--- src/rtl/hpu_vram_arbiter.sv ---
// VRAM arbiter: shares one single-port VRAM between the tile fetcher and the host port.
// Tile fetcher owns active display, host owns blanking, with a starvation guard for the host.
module hpu_vram_arbiter #(
    parameter int MAX_WAIT = 64,
    parameter int ADDR_W   = 16
) (
    input  logic              clk,
    input  logic              reset,
    input  logic              active,
    input  logic              tile_req,
    input  logic [ADDR_W-1:0] tile_addr,
    output logic              tile_gnt,
    output logic              tile_valid,
    output logic [7:0]        tile_data,
    input  logic              host_req,
    input  logic              host_we,
    input  logic [ADDR_W-1:0] host_addr,
    input  logic [7:0]        host_wdata,
    output logic              host_ack,
    output logic [7:0]        host_rdata,
    output logic [ADDR_W-1:0] mem_addr,
    output logic              mem_we,
    output logic [7:0]        mem_wdata,
    input  logic [7:0]        mem_rdata,
    output logic              host_starved
);

    localparam logic [1:0] H_IDLE = 2'd0;
    localparam logic [1:0] H_WR   = 2'd1;
    localparam logic [1:0] H_RD   = 2'd2;
    localparam logic [1:0] H_DONE = 2'd3;
    localparam logic [7:0] WAIT_LIMIT = 8'(MAX_WAIT);

    logic [1:0] host_state_reg, host_state_next;
    logic [7:0] wait_cnt_reg, wait_cnt_next;
    // Read-source tags per issued slot: {valid_read, is_host}
    logic [1:0] tag0_reg, tag1_reg;
    logic       host_eligible, force_slot, host_win;
    logic       tile_ret, host_ret;

    // Reset gates the combinational grants so every output reads 0 while reset is held.
    always_comb begin
        host_eligible = !reset && host_req && (host_state_reg == H_IDLE);
        force_slot    = host_eligible && (wait_cnt_reg == WAIT_LIMIT);
        host_win      = host_eligible && (!active || !tile_req || force_slot);
        tile_gnt      = !reset && tile_req && !host_win;
        host_starved  = force_slot && host_win;
        tile_ret      = tag1_reg[1] && !tag1_reg[0];
        host_ret      = tag1_reg[1] && tag1_reg[0];
    end

    always_comb begin
        wait_cnt_next = wait_cnt_reg;
        if (!host_req || host_win) begin
            wait_cnt_next = 8'd0;
        end else if (host_eligible && (wait_cnt_reg != WAIT_LIMIT)) begin
            wait_cnt_next = wait_cnt_reg + 8'd1;
        end
    end

    // H_DONE is entered only after the ack cycle, so a held host_req cannot re-win immediately.
    always_comb begin
        host_state_next = host_state_reg;
        case (host_state_reg)
            H_IDLE: if (host_win) host_state_next = host_we ? H_WR : H_RD;
            H_WR:   host_state_next = H_DONE;
            H_RD:   if (host_ack) host_state_next = H_DONE;
            default: host_state_next = H_IDLE;
        endcase
    end

    always_ff @(posedge clk or posedge reset) begin
        if (reset) begin
            host_state_reg <= H_IDLE;
            wait_cnt_reg   <= 8'd0;
            tag0_reg       <= 2'b00;
            tag1_reg       <= 2'b00;
            mem_addr       <= '0;
            mem_we         <= 1'b0;
            mem_wdata      <= 8'd0;
            tile_valid     <= 1'b0;
            tile_data      <= 8'd0;
            host_ack       <= 1'b0;
            host_rdata     <= 8'd0;
        end else begin
            host_state_reg <= host_state_next;
            wait_cnt_reg   <= wait_cnt_next;
            mem_we         <= 1'b0;
            if (host_win) begin
                mem_addr  <= host_addr;
                mem_we    <= host_we;
                mem_wdata <= host_wdata;
            end else if (tile_gnt) begin
                mem_addr  <= tile_addr;
            end
            tag0_reg   <= {host_win ? !host_we : tile_gnt, host_win};
            tag1_reg   <= tag0_reg;
            tile_valid <= tile_ret;
            if (tile_ret) begin
                tile_data <= mem_rdata;
            end
            // Writes ack on issue; reads ack when their tagged slot returns.
            host_ack <= host_ret || (host_win && host_we);
            if (host_ret) begin
                host_rdata <= mem_rdata;
            end
        end
    end

endmodule

--- config.mk ---
export PLATFORM = sky130hd
export DESIGN_NAME = hpu_vram_arbiter
export DESIGN_NICKNAME = d
export VERILOG_FILES = /design/src/rtl/hpu_vram_arbiter.sv
export SDC_FILE = /design/constraint.sdc
export NUM_CORES = 1
export LEC_CHECK = 0
export CAP_MARGIN = 5
export CORE_ASPECT_RATIO = 0.5
export CORE_MARGIN = 4
export CORE_UTILIZATION = 42
export DETAILED_ROUTE_END_ITERATION = 12
export PLACE_DENSITY = 0.76
export RECOVER_POWER = 50
export SLEW_MARGIN = 20
export SYNTH_ARGS = -nofsm -noshare
export SYNTH_HDL_FRONTEND = slang
export SYNTH_SLANG_ARGS = --single-unit
--- constraint.sdc ---
create_clock -name clk -period 2.9 [get_ports clk]
set_clock_uncertainty 0.2 [all_clocks]
set_input_delay 0.435 -clock clk [delete_from_list [all_inputs] [get_ports clk]]
set_output_delay 0.435 -clock clk [all_outputs]
set_load 0.05 [all_outputs]
# Word-level counts from Yosys, hierarchy flattened
# Index checks and enable logic that the tools add are counted.
# classes
magnitude_cmp	0
addsub	1
eq_ne	6
n_mul	0
div_mod_pow	0
shifts	0
reduce_logical	26
bitwise	0
n_mux	10
# op_table
cell	n
two-way mux 16 bit	2
two-way mux 8 bit	2
logical AND 1 bit	11
adder 8 x 1 -> 8 bit (second input constant)	1
equality test 8 x 7 -> 1 bit (second input constant)	1
inequality test 8 x 7 -> 1 bit (second input constant)	1
zero test 1 bit	7
two-way mux 2 bit	3
case mux 2 bit (3 select lines)	1
logical OR 1 bit	4
inequality test 2 bit (second input constant)	2
nonzero test 2 bit	2
equality test 2 x 1 -> 1 bit (second input constant)	1
equality test 2 bit (second input constant)	1
zero test 2 bit	1
two-way mux 1 bit	2
AND reduction 2 bit	1
# word_totals
in_bits	54
mem_count	0
romBits	0
mem_bits_rw	0
latch_bits	0
ff_bits	57

# Logic depth before layout (Yosys ltp)
# Gate-level depths: netlist (run 1).
# depth
ltp_word	10
depth_mapped	7
ltp_nobuf	6

# Worst setup path before layout (run 1)
# OpenSTA, ideal clock, no wires.
# synth_path
path_kind	input port to output port
startpoint	input reset
endpoint	output tile_gnt
cell_stages	3
t_arrival_ns	2.525
path_slack_ns	-0.260
cell_sequence	inv_1 > nand2_1 > nor2_1
# synth_via
elab_chain_cells	8
word_cells_on_any_way	9
cone_classes	reduce/logical: 9
# synth_rtl
item	line_no	text
from (decl)	8	input logic reset,
zero test 1 bit (no line) *	n/a	
logical AND 1 bit (2 in series)	43	host_eligible = !reset && host_req && (host_state_reg == H_IDLE);
logical AND 1 bit	44	force_slot = host_eligible && (wait_cnt_reg == WAIT_LIMIT);
logical OR 1 bit	45	host_win = host_eligible && (!active || !tile_req || force_slot);
logical AND 1 bit	45	
zero test 1 bit	46	tile_gnt = !reset && tile_req && !host_win;
logical AND 1 bit *	46	
to (decl)	12	output logic tile_gnt,
# Mark *: on every way between the ends. The rest lies on a longest branch, timed or not.

# Final worst setup path (run 1)
# layout_path
startpoint	input reset
endpoint	output host_starved
# layout_via
elab_chain_cells	7
# layout_rtl
item	line_no	text
zero test 1 bit (no line) *	n/a	
logical AND 1 bit * (2 in series)	43	
logical AND 1 bit	44	
logical OR 1 bit	45	
logical AND 1 bit	45	
logical AND 1 bit *	47	host_starved = force_slot && host_win;
to (decl)	25	output logic host_starved
# Marked as above.

==> impl_metrics.tcl, run 1 <==
set metrics [dict create \
    antenna_cells 0 \
    core_um2 6106 \
    dr_total_vias 1851 \
    clock_tree.root_cell "clkbuf_16" \
    first_global_vias 2018 \
    drtPass1Iterations 4 \
    crit_chain "dlygate4sd3_1, and2b_1, nand2_1, nor2_1, buf_12" \
    cts_buffer_depth 2 \
    top_register "mem_addr" \
    grt_start_max_net_pins 46 \
    avgSynthCellArea_um2 14.13 \
    power_frac_seq 0.286 \
    nets 354 \
    reg2reg_from "host_state_reg[0]" \
    hold_class "flop to flop" \
    dieArea_um2 7775 \
    area_growth_pct 50.19 \
    cts_hold_buf 0 \
    async_reset_ff_frac 1.000 \
    track_usage 0.1699 \
    finalHoldViolations 0 \
    drive_above_1_share 0.2809 \
    status "finished clean" \
    fin_crit_sh 0.9031 \
    largest_reg_flops 16 \
    yosysMostFrequentCell "dfrtp_1" \
    drv_slew 0 \
    drc 0 \
    slowest_delay_ps 630 \
    yosysSeqAreaShare 0.5342 \
    antenna_found_initial 0 \
    powerDensity_nw_per_um2 1025 \
    via_per_inst 4.783 \
    reg2reg_to "mem_addr[15]" \
    synth-seq-cells 57 \
    whs_ps 153.5 \
    power_frac_clock 0.235 \
    cts_tree "done" \
    ir_drop_uv 366.0 \
    tightest_slew_ps 1098 \
    htreeDepth 3 \
    die_w_um 120.8 \
    start_util 0.4373 \
    grt_pass1_wl_um 10130 \
    dp_hpwl_um 4566 \
    internal_power_w 0.002485 \
    worst_setup_path_start_kind "input pin" \
    startpoint "reset" \
    slowest_stage "dlygate4sd3_1" \
    min_period_ps 2619 \
    synthCells 189 \
    syn_area_um2 2670 \
    fp.dieH_um 64.38 \
    rows 20 \
    swShare 0.3956 \
    synth_top_area_share 0.5342 \
    io_buffers 98 \
    cts.sink_count 57 \
    synth_ff_type "dfrtp_1" \
    r2r_slack_ps 670 \
    overflow 0 \
    drtIter0Drc 96 \
    reg2reg_depth 7 \
    rsz0062_at_grt "no" \
    ant_nets 0 \
    max_slew_margin 0.2682 \
    critPathMaxFanout 4 \
    wl_um 6128 \
    setup_viol 0 \
    cts_post_setup_buffers_inserted 0 \
    cts_resized 0 \
    synth_edf_count 0 \
    fin_tns_setup_ps 0 \
    p_comb_frac 0.478 \
    detail_route.wl_per_cell_um 15.83 \
    cp.arrival_ps 1980 \
    ios 99 \
    syn-num-nets 248 \
    yosys-top-cells-count "57 x dfrtp_1, 41 x mux2_2, 17 x mux2_4" \
    clk_pin_slew_ps 50 \
    ys_types 30 \
    cp-endpoint "host_starved" \
    insertion_delay_ps 320 \
    crit_path_end_kind "output port" \
    gp_congestion 0.8373 \
    crit_required_ps 2270 \
    ys_warn_count 0 \
    synth_top_area_cell "dfrtp_1" \
    crit_type "input pin to output port" \
    finalPower_w 0.004112 \
    p_leak_nw 1.687 \
    fmax_mhz 381.8 \
    cap_violations 0 \
    synth_area_leaders "dfrtp_1 53%, mux2_2 17%, mux2_4 9.6%, ha_1 2.3%, nor2_1 1.7%" \
    cts-buffers-inserted 9 \
    net-switching-power_w 0.001626 \
]
[placed cells by master, fill, tap and decap left out, types with 2 or more instances in the layout]
| cell type | Yosys | layout |
|---|---|---|
| nand2_1 | 8 | 8 |
| nor2b_1 | 2 | 2 |
| xnor2_1 | 4 | 4 |
| nand2b_1 | 2 | 2 |
| clkinv_2 | 0 | 3 |
| mux2_4 | 17 | 17 |
| a21oi_1 | 6 | 6 |
| buf_4 | 0 | 2 |
| ha_1 | 5 | 5 |
| nand3_1 | 4 | 4 |
| clkbuf_8 | 0 | 3 |
| inv_1 | 9 | 8 |
| buf_12 | 2 | 2 |
| nor2_1 | 12 | 12 |
| mux2_2 | 41 | 41 |
| dfrtp_1 | 57 | 57 |
| clkdlybuf4s50_1 | 0 | 95 |
| a21boi_0 | 2 | 2 |
| clkbuf_16 | 0 | 9 |
| a211oi_1 | 2 | 2 |
[how the worst min path moves through the flow]
stage	depth (start not counted)	slack (ps)	startpoint	end
floorplan	0	130	tag0_reg[0]	tag1_reg[0]
CTS	0	160	tag0_reg[0]	tag1_reg[0]
finish	0	150	tag0_reg[0]	tag1_reg[0]
global placement	0	130	tag0_reg[1]	tag1_reg[1]
detailed placement	0	140	tag0_reg[1]	tag1_reg[1]
global route	0	160	tag0_reg[1]	tag1_reg[1]
[power by group through the flow]
stage / clock network [W] / registers, W / logic, W
3_3_place_gp: 0 / 0.00118 / 0.00194
6_report: 0.000967 / 0.00118 / 0.00197
5_1_grt: 0.00103 / 0.00121 / 0.00206
3_5_place_dp: 0 / 0.00119 / 0.00198
2_1_floorplan: 0 / 0.00198 / 0.000538
4_1_cts: 0.000989 / 0.00118 / 0.00199
[cells by family after synthesis]
family / after synthesis / synth area share
multiplexers: 59 / 0.2723
flip-flops: 57 / 0.5342
AND/OR/NAND/NOR: 33 / 0.06841
AO/OA/AOI/OAI: 15 / 0.04404
buffers and inverters: 15 / 0.04124
XOR/XNOR: 5 / 0.01640
adder cells (fa/ha/maj): 5 / 0.02343
[cell type report]
class | count | area, um2
Tap cell | 88 | 110.1
Fill cell | 496 | 2096
Clock inverter | 3 | 15.01
Clock buffer | 12 | 266.5
Timing Repair Buffer | 101 | 1021
Multi-Input combinational cell | 117 | 1134
Inverter | 9 | 37.54
Sequential cell | 57 | 1426
[critical path, delay by kind of cell]
| kind | cells | cell delay, ps |
|---|---|---|
| buf+inv | 2 | 800 |
| simple gates | 3 | 750 |
[layer usage]
| layer | up-vias | wire length (um) | GRT usage |
|---|---|---|---|
| li1 | 868 | - | - |
| met4 | 0 | 227 | 0.08616 |
| met3 | 19 | 276 | 0.05393 |
| met5 | - | 0 | 0 |
| met1 | 913 | 2361 | 0.1803 |
| met2 | 51 | 3263 | 0.3065 |
[metrics by stage]
stage	instances	setup WS (ps)	instance area, um2	utilization
final	387	280.9	4010	0.6568
after global routing	387	206.4	4010	0.6568
after CTS	387	342.7	4013	0.6572
after detailed placement	372	398.1	3731	0.6111
after global placement	372	436.1	3731	0.6111
after floorplan	189	308.5	2674	-
Note: power is estimated with default switching activity, not from simulation.
==> run 2, diff against run 1 <==
--- a/config.mk
+++ b/config.mk
@@ -5,10 +5,10 @@
 export SDC_FILE = /design/constraint.sdc
 export NUM_CORES = 1
 export LEC_CHECK = 0
-export CAP_MARGIN = 5
 export CORE_ASPECT_RATIO = 0.5
 export CORE_MARGIN = 4
 export CORE_UTILIZATION = 42
+export CTS_BUF_LIST = sky130_fd_sc_hd__clkbuf_16
 export DETAILED_ROUTE_END_ITERATION = 12
 export PLACE_DENSITY = 0.76
 export RECOVER_POWER = 50
==> run 2 against run 1 <==
Power down 2.1%. Non-clock buffer count did not move. First-iteration DRC count decreased by 8.3%. Routed wire length fell by 1.3%. Largest power group unchanged. Sequential power about the same.
==> impl_metrics.tcl, run 2 (synthesized netlist as in run 1, its figures left out) <==
set metrics [dict create \
    ir_drop_uv 359.8 \
    drtIter0Drc 88 \
    clock_tree.root_cell "clkbuf_16" \
    seq_area_um2 1426 \
    cts.sink_count 57 \
    antenna_found_initial 0 \
    setup_viol 0 \
    antenna_cells 0 \
    overflow 0 \
    critPathMaxFanout 4 \
    layout_commonest_cell "clkdlybuf4s50_1" \
    gp_congestion 0.8373 \
    cap_violations 0 \
    whs_ps 153.1 \
    fin_crit_sh 0.9032 \
    via_per_inst 4.765 \
    hold_class "flop to flop" \
    ios 99 \
    drv_slew 0 \
    cp.arrival_ps 1980 \
    insertion_delay_ps 320 \
    drc 0 \
    tightest_slew_ps 1089 \
    max_slew_margin 0.2741 \
    grt_pass1_wl_um 9970 \
    wl_um 6049 \
    powerDensity_nw_per_um2 1012 \
    crit_type "input pin to output port" \
    multi_input_area_um2 1134 \
    area_growth_pct 49.06 \
    track_usage 0.1663 \
    grt_start_max_net_pins 46 \
    cts-buffers-inserted 9 \
    cts_hold_buf 0 \
    drtPass1Iterations 4 \
    dp_hpwl_um 4566 \
    start_util 0.4373 \
    drive_above_1_share 0.2709 \
    fin_tns_setup_ps 0 \
    cts_tree "done" \
    fp.dieH_um 64.38 \
    io_buffers 98 \
    status "finished clean" \
    dr_total_vias 1844 \
    worst_setup_path_start_kind "input pin" \
    first_global_vias 2005 \
    rsz0062_at_grt "no" \
    fillerInstances 498 \
    ant_nets 0 \
    cts_resized 0 \
    clk_pin_slew_ps 50 \
    p_leak_nw 1.670 \
    cts_buffer_depth 2 \
    crit_required_ps 2270 \
    fmax_mhz 381.8 \
    post-route-util 0.6518 \
    top_register "mem_addr" \
    die_w_um 120.8 \
    largest_reg_flops 16 \
    core_um2 6106 \
    nets 354 \
    layout_setup_ws_ps 280.8 \
    layout_common_cells "95 x clkdlybuf4s50_1, 57 x dfrtp_1, 41 x mux2_2, 17 x mux2_4, 12 x nor2_1" \
    finalHoldViolations 0 \
    dp_slack_ps 398.1 \
    dieArea_um2 7775 \
    htreeDepth 3 \
    detail_route.wl_per_cell_um 15.63 \
    cts_post_setup_buffers_inserted 0 \
    rows 20 \
    crit_path_end_kind "output port" \
    finalPower_w 0.004026 \
    min_period_ps 2619 \
]
-- run 2: cell count changes in the layout (fill, tap and decap cells not counted), sizes merged --
cell	change
clkbuf	-3
clkinv	+3
-- run 2: area by class of cell --
type                    instances  share of cell area
flip-flops and latches         57              0.3584
multi-input cells             117              0.2848
repair buffers                101              0.2565
clock buffers                   9             0.05659
well taps                      88             0.02766
inverters                       9            0.009431
clock inverters                 6            0.006602
-- run 2: metrics by stage --
step	std cells	area, um2
2_1_floorplan	189	2674
3_3_place_gp	372	3731
3_5_place_dp	372	3731
4_1_cts	387	3983
5_1_grt	387	3980
6_report	387	3980
-- run 2: worst max-delay path, cell delays in order --
cell and delay, ps:
dlygate4sd3_1 630, and2b_1 310, nand2_1 200, nor2_1 240, buf_12 170
-- run 2: path summary, 6_finish.rpt --
path / start / endpoint / slack [ps] / depth (start not counted)
min in group asynchronous: reset / wait_cnt_reg[2] / 450 / 2
worst max register to register: host_state_reg[0] / mem_wdata[3] / 660 / 7
worst min register to register: tag0_reg[0] / tag1_reg[0] / 150 / 0
max in group asynchronous: reset / mem_addr[1] / 720 / 3
worst max-delay path: reset / host_starved / 280 / 5
worst min-delay path: tag0_reg[0] / tag1_reg[0] / 150 / 0
-- run 2: metal layers --
metal	track usage	vias to the layer above	wire length (um)
met3	0.05570	19	244
met1	0.1775	912	2350
li1	-	866	-
met2	0.3002	47	3237
met5	0	-	0
met4	0.07627	0	216
-- run 2: power breakdown --
part	internal (W)	switching (W)
Sequential	0.00105	0.000129
Combinational	0.000801	0.00116
Clock	0.000556	0.000328
Total	0.00241	0.00162
